$ cat src/rtl/gate_unit_pipe_pkg.sv
// gate_unit_pipe_pkg: opcodes and default sizes shared by the gate unit files
package gate_unit_pipe_pkg;
  localparam int DEF_WIDTH = 4;
  localparam int DEF_CNT_W = 16;
  typedef enum logic [2:0] {
    OP_AND  = 3'b000,
    OP_NAND = 3'b001,
    OP_OR   = 3'b010,
    OP_NOR  = 3'b011,
    OP_XOR  = 3'b100,
    OP_XNOR = 3'b101,
    OP_NOTA = 3'b110,
    OP_PASS = 3'b111
  } op_e;
endpackage

$ cat src/rtl/gate_unit_pipe_gate_op.sv
// gate_op: combinational bitwise gate selected by a 3-bit opcode
module gate_op
  import gate_unit_pipe_pkg::*;
#(
  parameter int WIDTH = DEF_WIDTH
) (
  input  logic [2:0]       op,
  input  logic [WIDTH-1:0] a,
  input  logic [WIDTH-1:0] b,
  output logic [WIDTH-1:0] s
);
  // apply the selected gate to every bit pair
  always_comb begin
    s = a;
    case (op_e'(op))
      OP_AND:  s = a & b;
      OP_NAND: s = ~(a & b);
      OP_OR:   s = a | b;
      OP_NOR:  s = ~(a | b);
      OP_XOR:  s = a ^ b;
      OP_XNOR: s = ~(a ^ b);
      OP_NOTA: s = ~a;
      OP_PASS: s = a;
    endcase
  end
endmodule

$ cat src/rtl/gate_unit_pipe.sv
// gate_unit_pipe: two-stage valid/ready gate pipeline with delivered-result counter
module gate_unit_pipe
  import gate_unit_pipe_pkg::*;
#(
  parameter int WIDTH = DEF_WIDTH,
  parameter int CNT_W = DEF_CNT_W
) (
  input  logic             clk,
  input  logic             reset,
  input  logic             in_valid,
  output logic             in_ready,
  input  logic [2:0]       op,
  input  logic [WIDTH-1:0] a,
  input  logic [WIDTH-1:0] b,
  output logic             out_valid,
  input  logic             out_ready,
  output logic [WIDTH-1:0] s,
  output logic             zero,
  output logic [CNT_W-1:0] count
);
  logic             v1_q, v2_q, zero_q, acc1, acc2;
  logic [2:0]       op1_q;
  logic [WIDTH-1:0] a1_q, b1_q, s_q, f_d;
  logic [CNT_W-1:0] count_q, count_d;
  gate_op #(.WIDTH(WIDTH)) u_gate_op (.op(op1_q), .a(a1_q), .b(b1_q), .s(f_d));
  // ready chain: a stage accepts when empty or when the stage after it moves
  always_comb begin
    acc2    = !v2_q || out_ready;
    acc1    = !v1_q || acc2;
    count_d = count_q + CNT_W'(1);
  end
  // stage 1 captures operands on an input handshake, otherwise holds
  always_ff @(posedge clk) begin
    if (reset) begin
      v1_q  <= 1'b0;
      op1_q <= 3'b000;
      a1_q  <= '0;
      b1_q  <= '0;
    end else if (acc1) begin
      v1_q <= in_valid;
      if (in_valid) begin
        op1_q <= op;
        a1_q  <= a;
        b1_q  <= b;
      end
    end
  end
  // stage 2 captures the gate result and its zero flag when stage 1 advances
  always_ff @(posedge clk) begin
    if (reset) begin
      v2_q   <= 1'b0;
      s_q    <= '0;
      zero_q <= 1'b1;
    end else if (acc2) begin
      v2_q <= v1_q;
      if (v1_q) begin
        s_q    <= f_d;
        zero_q <= ~|f_d;
      end
    end
  end
  // count delivered results on the output handshake edge, wrapping naturally
  always_ff @(posedge clk) begin
    if (reset) count_q <= '0;
    else if (v2_q && out_ready) count_q <= count_d;
  end
  assign in_ready  = acc1;
  assign out_valid = v2_q;
  assign s         = s_q;
  assign zero      = zero_q;
  assign count     = count_q;
endmodule

$ cat config.mk
export PLATFORM = sky130hd
export DESIGN_NAME = gate_unit_pipe
export DESIGN_NICKNAME = d
export VERILOG_FILES = /design/src/rtl/gate_unit_pipe_pkg.sv /design/src/rtl/gate_unit_pipe_gate_op.sv /design/src/rtl/gate_unit_pipe.sv
export SDC_FILE = /design/constraint.sdc
export NUM_CORES = 1
export LEC_CHECK = 0
export ABC_AREA = 1
export CAP_MARGIN = 20
export CORE_UTILIZATION = 40
export CTS_CLUSTER_SIZE = 40
export DETAILED_ROUTE_END_ITERATION = 12
export HOLD_SLACK_MARGIN = 0.08
export PLACE_DENSITY = 0.72
export SLEW_MARGIN = 5
export SYNTH_ARGS = -nofsm -noshare
export SYNTH_HDL_FRONTEND = slang
export SYNTH_SLANG_ARGS = --single-unit
$ cat constraint.sdc
create_clock -name clk -period 1.33 [get_ports clk]
set_clock_uncertainty 0.1 [all_clocks]
set_input_delay 0.266 -clock clk [delete_from_list [all_inputs] [get_ports clk]]
set_output_delay 0.266 -clock clk [all_outputs]
set_load 0.01 [all_outputs]
==> summary.md <==
| Metric | Value |
|---|---|
| Status | `finished, violations left` |
| Failing checks | `DRC, setup timing` |
| Kind of critical path | `register to register` |
| Placement Cell Area | `between 2000 and 3000 sq um` |
| Fin worst setup slack | `-102 ps` |
| Final Cell Area | `3020 sq um` |
| Setup TNS | `-613 ps` |
| Starting Density | `roughly 43%` |
| Synthesized instance count | `between 200 and 300` |
| Area growth from synthesis to layout | `56.9%` |
| Dpl ws | `-548 ps` |
| Share of cells above drive strength 1 | `between 30% and 40%` |
| Post-placement cell count | `roughly 400` |
| CTS clk-pin slew, worst paths | `about 80 ps` |
| Sink Count | `34` |
| Global route overflow | `0` |
| Clock Path Buffers | `2` |
| Worst EP required | `between 1000 and 1500 ps` |
| Slew Viols, Final | `0` |
| Port-buffer cells | `37` |
| Filler cell count in the final layout | `about 380` |
| Fin. Hold Viols | `0` |
| RSZ-0062 raised after global routing | `true` |
| Final period util | `108%` |
| Layout Nets | `395` |
| DRC viols | `5` |
| Hold_buf cts | `0` |
| Core Rows | `24` |
| Finished Layout Cells | `424` |
| Mapped Area | `slightly below 2000 sq um` |
| FF+latch count, synth | `34` |
| Num CTS Buffers | `5` |
| Most frequent cells in the layout | `buf_4 (55), nand2_1 (46), nor2_1 (33)` |
| Die Width | `71.3 um` |
| Hold crit path type | `register to register` |
| Async S/R FF share, synth | `0%` |
| Peak VDD IR | `about 0.42 mV` |
| # IOs | `38` |
| Multi-input gate area in the final layout | `1220 sq um` |
| Slew @ Worst Pin | `330 ps` |
| Arr. time, crit path | `approximately 1500 ps` |
| Core Region | `between 4000 and 5000 sq um` |
| Prevailing post-synth register cell | `dfxtp_1` |
| Part of the Yosys area used for sequential elements | `35.4%` |
| Total Wirelength | `5.21 mm` |
| WHS | `~380 ps` |
| CP Max Fanout | `5` |
| Routed len/inst | `about 12 um` |
| N_diodes | `0` |
| Max cap viols | `0` |
| Clk root buf | `clkbuf_8` |
| Final HPWL DP | `~3.5 mm` |
| Largest net degree at the start of global routing | `20` |
| R2R depth | `8` |
| Rel. slew slack | `between 70% and 80%` |
| Most common cell after layout, fill and taps aside | `buf_4` |
| CTS H-tree depth | `2` |
| GP Congestion | `approximately 0.92` |
| Vias | `around 2100` |
| Vias in the first global route | `between 1500 and 2000` |
| Post-route minimum period | `between 1000 and 1500 ps` |
| Cell Pwr Density | `792 nW/um^2` |
| Die height | `between 70 and 80 um` |
| Post-Syn Nets | `303` |
| First-pass GRT wire length | `a little under 9 mm` |
| Synth unique cells | `26` |
| Synth Warn # | `0` |
| DR pass1 iterations | `8` |
| Final setup fails | `11` |
| Critical Path End Type | `register` |
| Initial antenna violation count | `0` |
| FMAX | `between 600 and 700 MHz` |
| CTS tree | `built` |
| Leak Pwr | `between 1 and 1.5 nW` |
| Die area | `about 5000 sq um` |
| Mean post-synth cell area | `6.89 sq um` |
| Post-route ant nets | `0` |
| Vias per cell | `between 4 and 5` |
| EDFF count, synth | `0` |
| GR Util All Layers | `a little over a fifth` |
| Worst setup SP type | `register` |
| Clk_lat worst skew | `roughly 290 ps` |
| Hold Crit Depth | `1` |
| Register area | `approximately 720 sq um` |
| Drt initial violations | `95` |
==> per-stage QoR <==
step / power, mW / util (%)
3_3_place_gp: 1.58 / 61.5
5_1_grt: 2.50 / 67.4
6_report: 2.39 / 67.4
2_1_floorplan: 1.34 / -
3_5_place_dp: 1.59 / 61.5
4_1_cts: 2.38 / 65.5
==> cell usage after synthesis, types with 2 or more instances <==
library cell	n	area share, %
nand3_1	16	4.2
nor3b_1	2	0.78
o21ai_0	24	6.2
a21oi_1	25	6.5
inv_1	39	7.6
ha_1	9	5.9
nor3_1	4	1.0
buf_2	8	2.1
nand2_1	49	9.6
dfxtp_1	34	35
nor3_4	2	1.7
nand4_1	14	4.6
nor2_1	40	7.8
==> state kept, by name (all words and copies together) (netlist names) <==
name,count
zero,1
b1_q,4
op1_q,3
out_valid,1
v1_q,1
count,16
s,4
a1_q,4
==> timing repair <==
action,in CTS,in global routing
buffers inserted,3,3
endpoints found under the setup margin,49,27
pin swaps,21,10
endpoints found under the hold margin,0,0
resized for setup,70,36
==> kinds of logic after synthesis <==
group | share of synthesized area (%)
AND/OR/NAND/NOR | 33.6
AO/OA/AOI/OAI | 14.4
buffers and inverters | 10.3
flip-flops | 35.4
adder cells (fa/ha/maj) | 5.86
XOR/XNOR | 0.456
==> routing by layer <==
layer  global-route usage [%]  share of wire (%)
met2                     34.3                 48
met5                        0                  0
met3                     4.92                4.1
met1                     28.9                 47
met4                     7.78                1.5
==> cell type report <==
class                   instances  share of cell area (%)
multi-input cells             196                    40.5
clock inverters                 2                   0.332
repair buffers                 95                    25.9
flip-flops and latches         34                    23.8
clock buffers                   6                    2.41
inverters                      39                    4.94
well taps                      52                    2.16
==> path summary, 6_finish.rpt <==
kind,to,slack [ps],from
hold reg to reg,count[3],380,count[3]
hold / removal,count[3],380,count[3]
setup / recovery,count[14],-100,count[1]
setup reg to reg,count[14],-100,count[1]
==> where the power goes <==
part,leakage (nW),internal [mW],switching [mW]
combinational,1.08,0.274,0.265
sequential,0.288,1.06,0.0390
clock,0.0450,0.363,0.384
==> worst max-delay path, cell delays in order, from the launching register on <==
cell and delay [ps]:
dfxtp_4 380, ha_4 140, inv_4 30, nor3_4 190, nand3b_4 150, nor2_4 160, nand3_2 70, nand2_1 60
nor2_1 40
Power figures use the tool's default switching activity.
